`src/rtl/tetris_pkg.sv`:
```
// Shared Tetris types: user commands, piece identities and the move-scheduler
// op/state encodings plus the command payload offered to the executioner.
package tetris_pkg;

  localparam int unsigned CMD_W   = 2;
  localparam int unsigned PIECE_W = 3;

  typedef enum logic [CMD_W-1:0] {
    CMD_LEFT   = 2'd0,
    CMD_RIGHT  = 2'd1,
    CMD_ROTATE = 2'd2,
    CMD_DROP   = 2'd3
  } command_t;

  typedef enum logic [PIECE_W-1:0] {
    HERO           = 3'd0,
    TEEWEE         = 3'd1,
    SMASHBOY       = 3'd2,
    ORANGE_RICKY   = 3'd3,
    BLUE_RICKY     = 3'd4,
    CLEVELAND_Z    = 3'd5,
    RHODE_ISLAND_Z = 3'd6
  } active_piece_t;

  typedef enum logic [1:0] {
    OP_USER    = 2'd0,
    OP_GRAVITY = 2'd1,
    OP_SPAWN   = 2'd2
  } sched_op_t;

  typedef enum logic [2:0] {
    IDLE      = 3'd0,
    SPAWN     = 3'd1,
    ACTIVE    = 3'd2,
    WAIT      = 3'd3,
    GAME_OVER = 3'd4
  } sched_state_t;

  typedef struct packed {
    sched_op_t     op;
    command_t      move;
    active_piece_t piece;
  } sched_cmd_t;

endpackage

```
`src/rtl/move_fifo.sv`:
```
// Power-of-two circular queue of user moves with push, pop and flush.
// Head/full/empty are combinational views of the registered storage.
module move_fifo #(
  parameter int unsigned DEPTH = 4,
  parameter int unsigned WIDTH = 2
) (
  input  logic             game_clk,
  input  logic             reset_n,
  input  logic             push_i,
  input  logic [WIDTH-1:0] data_i,
  input  logic             pop_i,
  input  logic             flush_i,
  output logic [WIDTH-1:0] head_c_o,
  output logic             full_c_o,
  output logic             empty_c_o
);

  localparam int unsigned AW = (DEPTH > 1) ? $clog2(DEPTH) : 1;
  localparam int unsigned CW = AW + 1;

  logic [WIDTH-1:0] mem_q [DEPTH];
  logic [AW-1:0]    wr_ptr_q, wr_ptr_d;
  logic [AW-1:0]    rd_ptr_q, rd_ptr_d;
  logic [CW-1:0]    count_q, count_d;
  logic             push_ok, pop_ok;

  assign full_c_o  = (count_q == CW'(DEPTH));
  assign empty_c_o = (count_q == '0);
  assign head_c_o  = mem_q[rd_ptr_q];

  // A push into a full queue is legal only when the head leaves the same cycle.
  always_comb begin
    pop_ok   = pop_i && !empty_c_o;
    push_ok  = push_i && (!full_c_o || pop_ok);
    wr_ptr_d = wr_ptr_q;
    rd_ptr_d = rd_ptr_q;
    count_d  = count_q;
    if (flush_i) begin
      wr_ptr_d = '0;
      rd_ptr_d = '0;
      count_d  = '0;
    end else begin
      if (push_ok) wr_ptr_d = wr_ptr_q + AW'(1);
      if (pop_ok)  rd_ptr_d = rd_ptr_q + AW'(1);
      count_d = count_q + CW'(push_ok) - CW'(pop_ok);
    end
  end

  always_ff @(posedge game_clk) begin
    if (!reset_n) begin
      wr_ptr_q <= '0;
      rd_ptr_q <= '0;
      count_q  <= '0;
    end else begin
      wr_ptr_q <= wr_ptr_d;
      rd_ptr_q <= rd_ptr_d;
      count_q  <= count_d;
    end
  end

  // Storage needs no reset: occupancy alone defines which entries are live.
  always_ff @(posedge game_clk) begin
    if (reset_n && push_ok && !flush_i) mem_q[wr_ptr_q] <= data_i;
  end

endmodule

```
`src/rtl/move_scheduler.sv`:
```
// Arbitrates user moves, gravity drops and piece spawns towards the
// executioner with a valid/ready offer and a done/blocked completion.
module move_scheduler
  import tetris_pkg::*;
#(
  parameter int unsigned FIFO_DEPTH     = 4,
  parameter int unsigned GRAVITY_PERIOD = 32
) (
  input  logic          game_clk,
  input  logic          reset_n,
  input  logic          move_in_valid,
  input  command_t      move_in,
  input  active_piece_t piece_in,
  output logic          exec_valid,
  input  logic          exec_ready,
  output sched_op_t     exec_op,
  output command_t      exec_move,
  output active_piece_t exec_piece,
  input  logic          exec_done,
  input  logic          exec_blocked,
  output logic          game_over,
  output logic [7:0]    dropped_moves
);

  localparam int unsigned GW = (GRAVITY_PERIOD > 2) ? $clog2(GRAVITY_PERIOD) : 1;

  sched_state_t     state_q, state_d;
  sched_cmd_t       cmd_q, cmd_d;
  logic             valid_q, valid_d;
  logic [GW-1:0]    grav_cnt_q, grav_cnt_d;
  logic             grav_due_q, grav_due_d;
  logic [7:0]       dropped_q, dropped_d;
  logic             game_over_q, game_over_d;

  logic             accept, push_window, spawn_entry;
  logic             fifo_push, fifo_pop, fifo_flush, fifo_full, fifo_empty;
  logic [CMD_W-1:0] fifo_head;

  move_fifo #(
    .DEPTH (FIFO_DEPTH),
    .WIDTH (CMD_W)
  ) u_fifo (
    .game_clk  (game_clk),
    .reset_n   (reset_n),
    .push_i    (fifo_push),
    .data_i    (move_in),
    .pop_i     (fifo_pop),
    .flush_i   (fifo_flush),
    .head_c_o  (fifo_head),
    .full_c_o  (fifo_full),
    .empty_c_o (fifo_empty)
  );

  assign accept      = valid_q && exec_ready;
  assign push_window = (state_q == SPAWN) || (state_q == ACTIVE) || (state_q == WAIT);

  // Next-state, offer register and queue control.
  always_comb begin
    state_d    = state_q;
    cmd_d      = cmd_q;
    valid_d    = valid_q;
    fifo_pop   = 1'b0;
    fifo_flush = 1'b0;
    unique case (state_q)
      IDLE: state_d = SPAWN;
      SPAWN: begin
        if (accept) begin
          state_d = WAIT;
          valid_d = 1'b0;
        end
      end
      ACTIVE: begin
        if (valid_q) begin
          if (accept) begin
            state_d  = WAIT;
            valid_d  = 1'b0;
            fifo_pop = (cmd_q.op == OP_USER);
          end
        end else if (grav_due_q) begin
          valid_d = 1'b1;
          cmd_d   = '{op: OP_GRAVITY, move: CMD_LEFT, piece: cmd_q.piece};
        end else if (!fifo_empty) begin
          valid_d = 1'b1;
          cmd_d   = '{op: OP_USER, move: command_t'(fifo_head), piece: cmd_q.piece};
        end else if (move_in_valid) begin
          // Empty queue: offer the arriving move directly; it is pushed now and popped on accept.
          valid_d = 1'b1;
          cmd_d   = '{op: OP_USER, move: move_in, piece: cmd_q.piece};
        end
      end
      WAIT: begin
        if (exec_done) begin
          if (exec_blocked && (cmd_q.op == OP_GRAVITY)) begin
            fifo_flush = 1'b1;
            state_d    = SPAWN;
          end else if (exec_blocked && (cmd_q.op == OP_SPAWN)) begin
            state_d = GAME_OVER;
          end else begin
            state_d = ACTIVE;
          end
        end
      end
      GAME_OVER: state_d = GAME_OVER;
      default:   state_d = IDLE;
    endcase

    spawn_entry = (state_d == SPAWN) && (state_q != SPAWN);
    if (spawn_entry) begin
      valid_d = 1'b1;
      cmd_d   = '{op: OP_SPAWN, move: CMD_LEFT, piece: piece_in};
    end
    game_over_d = (state_d == GAME_OVER);
  end

  // Queue admission and saturating drop counter; flush cycles swallow pushes.
  always_comb begin
    fifo_push = 1'b0;
    dropped_d = dropped_q;
    if (move_in_valid && push_window && !fifo_flush) begin
      if (!fifo_full || fifo_pop) begin
        fifo_push = 1'b1;
      end else if (dropped_q != 8'hFF) begin
        dropped_d = dropped_q + 8'd1;
      end
    end
  end

  // Gravity timer: runs while a piece is in play, sticky due flag until served.
  always_comb begin
    grav_cnt_d = grav_cnt_q;
    grav_due_d = grav_due_q;
    if (accept && (state_q == ACTIVE) && (cmd_q.op == OP_GRAVITY)) grav_due_d = 1'b0;
    if ((state_q == ACTIVE) || (state_q == WAIT)) begin
      if (grav_cnt_q == GW'(GRAVITY_PERIOD - 1)) begin
        grav_cnt_d = '0;
        grav_due_d = 1'b1;
      end else begin
        grav_cnt_d = grav_cnt_q + GW'(1);
      end
    end
    if (spawn_entry) begin
      grav_cnt_d = '0;
      grav_due_d = 1'b0;
    end
  end

  always_ff @(posedge game_clk) begin
    if (!reset_n) begin
      state_q     <= IDLE;
      cmd_q       <= '{op: OP_USER, move: CMD_LEFT, piece: HERO};
      valid_q     <= 1'b0;
      grav_cnt_q  <= '0;
      grav_due_q  <= 1'b0;
      dropped_q   <= '0;
      game_over_q <= 1'b0;
    end else begin
      state_q     <= state_d;
      cmd_q       <= cmd_d;
      valid_q     <= valid_d;
      grav_cnt_q  <= grav_cnt_d;
      grav_due_q  <= grav_due_d;
      dropped_q   <= dropped_d;
      game_over_q <= game_over_d;
    end
  end

  assign exec_valid    = valid_q;
  assign exec_op       = cmd_q.op;
  assign exec_move     = cmd_q.move;
  assign exec_piece    = cmd_q.piece;
  assign game_over     = game_over_q;
  assign dropped_moves = dropped_q;

endmodule

```
`config.mk`:
```
export PLATFORM = sky130hd
export DESIGN_NAME = move_scheduler
export DESIGN_NICKNAME = d
export VERILOG_FILES = /design/src/rtl/tetris_pkg.sv /design/src/rtl/move_fifo.sv /design/src/rtl/move_scheduler.sv
export SDC_FILE = /design/constraint.sdc
export NUM_CORES = 1
export LEC_CHECK = 0
export CORE_MARGIN = 1.5
export CORE_UTILIZATION = 50
export CTS_CLUSTER_SIZE = 24
export DETAILED_ROUTE_END_ITERATION = 10
export PLACE_DENSITY = 0.74
export SYNTH_ARGS = -nofsm -noshare
export SYNTH_HDL_FRONTEND = slang
export SYNTH_SLANG_ARGS = --single-unit
export TNS_END_PERCENT = 1
```
`constraint.sdc`:
```
create_clock -name game_clk -period 7.19 [get_ports game_clk]
set_input_delay 1.7975 -clock game_clk [delete_from_list [all_inputs] [get_ports game_clk]]
set_output_delay 1.7975 -clock game_clk [all_outputs]
set_load 0.01 [all_outputs]
```
==> summary.md, run 1 <==
| Metric | Value |
|---|---|
| HP Start | grav_cnt_q[4] |
| Layout cells sized above 1 | a little under 9% |
| Drt first pass iters | 4 |
| Routed WL | 3890 um |
| Worst-margin pin slew | between 0.5 and 0.6 ns |
| Clock root buffer | clkbuf_8 |
| Clk Latency, worst-skew pair | ~0.30 ns |
| Ant diodes | 0 |
| Post-route ant nets | 0 |
| Gr ovfl total | 0 |
| Mux contribution to synthesized area | under 10% |
| Postcts setup bufs | 0 |
| Setup_tns | 0 ns |
| Starting Density | 53.92% |
| Mapped Cells | roughly 210 |
| Crit path kind | input port to register |
| XOR/XNOR Fraction of Synth Area | just over 3% |
| CTS tree | yes |
| PD cells | 202.5 nW/um2 |
| Starting DRT DRC Count | 58 |
| Final count of hold timing violations | 0 |
| Clk slew on worst S/H paths | ~0.08 ns |
| Final Util | around 65% |
| Final worst hold slack | just under 0.5 ns |
| R2r startpoint | state_q[1] |
| Worst r2r path cells | 9 |
| Rows | 22 |
| Critical Path Start | exec_ready |
| Post-synth EDFFs | 8 |
| CP peak stage delay | ~0.53 ns |
| Wire per inst | ~14 um |
| Sequential-to-total area share from yosys stat | around 46% |
| WHS Path Cells | 2 |
| Syn Area/Cell | slightly below 10 um2 |
| Cell area after synthesis | between 2000 and 2500 um2 |
| Area occupied by multi-input gates | around 1000 um2 |
| H-tree Lvls | 2 |
| Unrepaired setup endpoints after global routing | false |
| # DRC | 0 |
| Synth async-reset ratio | 0% |
| Crit start category | input port |
| Min-Delay Endpoint | grav_cnt_q[4] |
| Slew Limit Headroom | 64.79% |
| Post-Synth Adder-Cell Area | ~6.5% |
| DIE AREA | 4458 um2 |
| Slowest CP cell | clkdlybuf4s50_1 |
| Hpwl dp | around 2800 um |
| Post-Syn Nets | 227 |
| Flop2flop setup slack | 4.41 ns |
| Clock Sinks | 43 |
| CTS resizes | 0 |
| Main synth FF type | dfxtp_1 |
| Number of port buffers | 27 |
| Nets | between 200 and 300 |
| Cts bufs inserted | 5 |
| Cts hold-fix bufs | 0 |
| Max-slew violation count | 0 |
| Outcome | finished clean |
| Max Root-Sink Buffers | 2 |
| Nature of the critical path endpoint | register |
| Core area | 3771 um2 |
| Crit-path max FO | 7 |
| Worst hold-check path type | register to register |
| Die Wd | about 67 um |
| Synth unique cells | 48 |
| Vias per cell | between 5 and 6 |
| Area share of and/or/nand/nor cells after synthesis | between 20% and 30% |
| FF+latch count, synth | 43 |
| Synth Area in Compound Gates | 12.74% |
| First-pass GRT wire length | approximately 6600 um |
| Peak supply drop | 0.1630 mV |
| I/O pin count | 28 |
| RR Endpoint | u_fifo.count_q[2] |
| Vias | between 1500 and 2000 |
| Chip Height | ~67 um |
| Worst EP required | about 7.4 ns |
| Setup violators final | 0 |
| Vias in the first global route | 1500 |
| GRT Util Overall | 19.89% |
| Fmax | between 200 and 250 MHz |
| Placer Congestion | between 0.7 and 0.8 |
| Max Cap Viol | 0 |
| Clock Skews | 0.005855 ns |
| Antenna violations before repair | 0 |
| Largest family of logic cells by synthesized area | simple AND/OR/NAND/NOR gates |
| Post-layout min period | around 4.2 ns |
| Final worst path period share | ~58% |
| Largest net degree at the start of global routing | 14 |
| Synthesis-to-finish area growth | 20.18% |
| Design Power | roughly 0.49 mW |
| # fillers | 316 |
| CP Cell Sequence | clkdlybuf4s50_1, nand4bb_1, or3_4, a211oi_4, ha_1, inv_1, fa_1, xor2_1, xnor2_1, nor2_1 |
| Static leakage | between 0.8 and 0.9 nW |
| Register area | ~940 um2 |
| Yosys Warn Count | 0 |
| Worst Path Arrival | roughly 4.4 ns |
==> Yosys cell counts, drive strengths merged (4+ instances only) <==
| cell | count | area, um2 |
|---|---|---|
| nor2 | 24 | 90.09 |
| ha | 9 | 112.6 |
| xnor2 | 4 | 35.03 |
| inv | 12 | 45.04 |
| clkbuf | 4 | 15.01 |
| nand2 | 13 | 48.80 |
| and3 | 6 | 37.54 |
| dfxtp | 35 | 700.7 |
| nor3 | 6 | 30.03 |
| nand3 | 9 | 45.04 |
| a21oi | 17 | 85.08 |
| edfxtp | 8 | 240.2 |
| or3 | 6 | 43.79 |
| o21ai | 7 | 35.03 |
| mux2i | 5 | 50.05 |
==> layer usage <==
metal / global-route usage (%) / part of all wire (%) / vias up
met4: 9.949 / 2.0 / 0
li1: - / - / 791
met2: 31.87 / 46 / 33
met1: 25.13 / 47 / 710
met5: 0 / 0 / -
met3: 4.392 / 5.0 / 8
==> sequential cells by signal, indices dropped and copies added (netlist names), 3 cells and up, named ones only <==
register	count
u_fifo.count_q	3
dropped_moves	8
u_fifo.mem_q	8
state_q	3
grav_cnt_q	5
exec_piece	3
==> critical path, delay by kind of cell <==
family,cells,cell delay [ns]
compound gates,1,0.36
xor+xnor,2,0.32
buf+inv,2,0.58
fa+ha+maj,2,0.62
simple gates,3,0.68
==> layout make-up <==
type / instances / share of cell area [%]
multi-input cells: 145 / 41.73
flip-flops and latches: 43 / 38.50
repair buffers: 27 / 11.06
clock buffers: 5 / 2.816
well taps: 48 / 2.458
inverters: 12 / 1.843
clock inverters: 3 / 1.587
==> report_power, final <==
group          leakage [nW]  internal (mW)  switching (mW)
Clock                0.0556          0.102          0.0805
Combinational         0.476         0.0266          0.0257
Sequential            0.356          0.252         0.00839
==> cell families after synthesis <==
logic type | count (synthesis)
fa+ha+maj | 10
simple gates | 80
flops | 43
buf+inv | 18
xor+xnor | 7
compound gates | 39
mux | 9
==> through the flow <==
stage                     std cells  area [um2]  setup slack [ns]
after CTS                       283        2444             3.003
after global placement          275        2336             2.747
final                           283        2444             3.010
after floorplan                 206        2033             3.400
after detailed placement        275        2336             2.707
after global routing            283        2444             2.801
==> worst max path at each step <==
stage	endpoint	slack [ns]	cells past startpoint
after global placement	u_fifo.count_q[2]	2.75	10
after detailed placement	u_fifo.count_q[2]	2.71	10
after global routing	u_fifo.count_q[2]	2.80	10
final	u_fifo.count_q[2]	3.01	10
after CTS	u_fifo.count_q[2]	3.00	10
after floorplan	u_fifo.count_q[2]	3.40	9
==> cell usage in the layout, fill, tap and decap left out, drive strengths merged, types with 3 or more instances in the layout <==
master         instances
dfxtp                 35
clkdlybuf4s50         27
nor2                  24
a21oi                 17
nand2                 13
inv                   12
nand3                  9
ha                     9
edfxtp                 8
o21ai                  7
nor3                   6
and3                   6
or3                    6
mux2i                  5
clkbuf                 5
xnor2                  4
xor2                   3
a22oi                  3
nand4                  3
Note: power is estimated with default switching activity, not from simulation.
==> run 2, diff against run 1 <==
clock period = 4.08 ns   (was 7.19 ns; I/O delays follow)
==> run 2 against run 1 <==
Routed wire length increased by 0.26%. Clock power increased by 76%. Global-route usage decreased by 0.086 points. Critical path type unchanged. Largest cell class unchanged.
==> summary.md, run 2 (synthesized netlist as in run 1, its figures left out) <==
| Metric | Value |
|---|---|
| Outcome | finished clean |
| Cts bufs inserted | 5 (unchanged) |
| Wire per inst | 13.78 um (+0.26%) |
| Clock root buffer | clkbuf_8 |
| Worst EP required | 4.27 ns (-3.11 ns) |
| Drt first pass iters | 4 (unchanged) |
| Worst r2r path cells | 9 (unchanged) |
| Routing usage on met3 | 4.223% (-0.17 points) |
| Fin cells | 283 (unchanged) |
| Post-layout min period | between 3 and 4 ns |
| Number of port buffers | 27 (unchanged) |
| Clk network pwr share | 36.7% (about the same) |
| R2r startpoint | state_q[1] |
| Min-Delay Endpoint | grav_cnt_q[4] |
| GRT Util Overall | 19.80% (-0.086 points) |
| Clk slew on worst S/H paths | 0.08 ns (about the same) |
| Max Cap Viol | 0 (unchanged) |
| I/O pin count | 28 (unchanged) |
| PD cells | 356.6 nW/um2 (+76%) |
| H-tree Lvls | 2 (unchanged) |
| Slowest CP cell | clkdlybuf4s50_1 |
| Static leakage | 0.8876 nW (unchanged) |
| WHS Path Cells | 2 (unchanged) |
| Nature of the critical path endpoint | register |
| Max-slew violation count | 0 (unchanged) |
| Hpwl dp | 2804 um (+1.1%) |
| DIE AREA | 4458 um2 (unchanged) |
| Rows | 22 (unchanged) |
| # fillers | 328 (+3.8%) |
| Starting Density | 53.92% (unchanged) |
| Worst-margin pin slew | 0.5522 ns (+0.02489 ns) |
| Setup_tns | 0 ns (unchanged) |
| CTS tree | yes |
| Unrepaired setup endpoints after global routing | false |
| Leading cell type in the layout, fill and taps excluded | dfxtp_1 |
| Placed Instances | 275 (unchanged) |
| Final worst path period share | 83.56% |
| Crit-path leading delay family | simple AND/OR/NAND/NOR gates |
| # DRC | 0 (unchanged) |
| Vias per cell | 5.459 (+0.19%) |
| CP peak stage delay | 0.53 ns (about the same) |
| Worst hold-check path type | register to register |
| Crit start category | input port |
| Worst Path Arrival | 3.60 ns (-0.77 ns) |
| Grt peak-use layer | met2 |
| Chip Height | 66.77 um (unchanged) |
| Commonest cells after routing, fill and taps aside | dfxtp_1 (35), clkdlybuf4s50_1 (27), nor2_1 (24) |
| Max Root-Sink Buffers | 2 (unchanged) |
| CTS resizes | 0 (unchanged) |
| Comb power frac | 10.6% (about the same) |
| Fmax | 293.3 MHz |
| Clock Skews | 0.006552 ns (+0.0006966 ns) |
| CP Cell Sequence | clkdlybuf4s50_1, nand4bb_1, or3_4, a211oi_4, ha_1, inv_1, fa_1, xor2_1, xnor2_1, nor2_1 |
| Crit path kind | input port to register |
| Placer Congestion | 0.7561 (about the same) |
| Flop2flop setup slack | 1.31 ns (-3.10 ns) |
| Clk Latency, worst-skew pair | 0.30 ns (about the same) |
| Final count of hold timing violations | 0 (unchanged) |
| RR Endpoint | u_fifo.count_q[2] |
| Cts hold-fix bufs | 0 (unchanged) |
| Peak supply drop | 0.2529 mV (+55%) |
| Die Wd | 66.77 um (unchanged) |
| Gr ovfl total | 0 (unchanged) |
| Routed WL | 3900 um (+0.26%) |
| Layout cells sized above 1 | 8.936% (unchanged) |
| Sequential Power Share | 52.7% (about the same) |
| Setup violators final | 0 (unchanged) |
| Clock Sinks | 43 (unchanged) |
| Post-route ant nets | 0 (unchanged) |
| Vias | 1545 (+0.19%) |
| Starting DRT DRC Count | 65 (+12%) |
| Slew Limit Headroom | 63.13% (-1.7 points) |
| First-pass GRT wire length | 6610 um (+0.11%) |
| Met2 GRT Util | 31.37% (-0.50 points) |
| Switching share of total power | 23.07% (-0.080 points) |
| Switch Pwr | 0.2010 mW (+75%) |
| HP Start | grav_cnt_q[4] |
| Postcts setup bufs | 0 (unchanged) |
| Crit-path max FO | 7 (unchanged) |
| Antenna violations before repair | 0 (unchanged) |
| Largest net degree at the start of global routing | 14 (unchanged) |
| Nets | 255 (unchanged) |
| Met1 GRT Util | 25.40% (+0.27 points) |
| Vias in the first global route | 1488 (-0.80%) |
| Core area | 3771 um2 (unchanged) |
| Worst path bufs/invs | 2 (unchanged) |
| Internal power | 0.6704 mW (+76%) |
| Ant diodes | 0 (unchanged) |
| Synthesis-to-finish area growth | 20.18% (unchanged) |
run 2: cell counts in the layout (fill, tap and decap cells not counted):
No cell type changed its count.
run 2: cell type report:
class | count | area (um2) | share of cell area (%)
clock inverters | 3 | 38.79 | 1.587
inverters | 12 | 45.04 | 1.843
multi-input cells | 145 | 1020 | 41.73
flip-flops and latches | 43 | 940.9 | 38.50
repair buffers | 27 | 270.3 | 11.06
well taps | 48 | 60.06 | 2.458
clock buffers | 5 | 68.82 | 2.816
run 2: layer usage:
metal / routed length, um / share of wire, %
met1: 1889 / 48
met3: 107 / 2.7
met4: 73 / 1.9
met2: 1830 / 47
met5: 0 / 0
run 2: power by group through the flow:
stage | Combinational (mW) | Clock [mW] | Sequential, mW
floorplan | 0.0612 | 0 | 0.466
global placement | 0.0897 | 0 | 0.469
detailed placement | 0.0923 | 0 | 0.469
CTS | 0.0932 | 0.325 | 0.459
global route | 0.102 | 0.347 | 0.461
finish | 0.0924 | 0.320 | 0.459
run 2: how the worst max path moves through the flow:
| stage | slack, ns | start | cells after the start | endpoint |
|---|---|---|---|---|
| after floorplan | 1.07 | exec_ready | 9 | u_fifo.count_q[2] |
| after global placement | 0.41 | exec_ready | 10 | u_fifo.count_q[2] |
| after detailed placement | 0.38 | exec_ready | 10 | u_fifo.count_q[2] |
| after CTS | 0.67 | exec_ready | 10 | u_fifo.count_q[2] |
| after global routing | 0.51 | exec_ready | 10 | u_fifo.count_q[2] |
| final | 0.67 | exec_ready | 10 | u_fifo.count_q[2] |
run 2: stage by stage:
stage | setup WS, ns | cell area (um2) | util (%) | hold WS [ns] | total power [mW]
CTS | 0.6673 | 2444 | 64.80 | 0.4805 | 0.8768
detailed placement | 0.3802 | 2336 | 61.94 | 0.4697 | 0.5610
global route | 0.5074 | 2444 | 64.80 | 0.5234 | 0.9100
finish | 0.6707 | 2444 | 64.80 | 0.4797 | 0.8714
global placement | 0.4150 | 2336 | 61.94 | 0.4467 | 0.5583
floorplan | 1.067 | 2033 | - | 0.4406 | 0.5269
run 2: worst register-to-register path, cell delays in order (launching register included):
cell and delay, ns:
dfxtp_1 0.47, nand2b_1 0.31, or3_4 0.46, a211oi_4 0.36
ha_1 0.21, inv_1 0.05, fa_1 0.42, xor2_1 0.18
xnor2_1 0.14, nor2_1 0.05
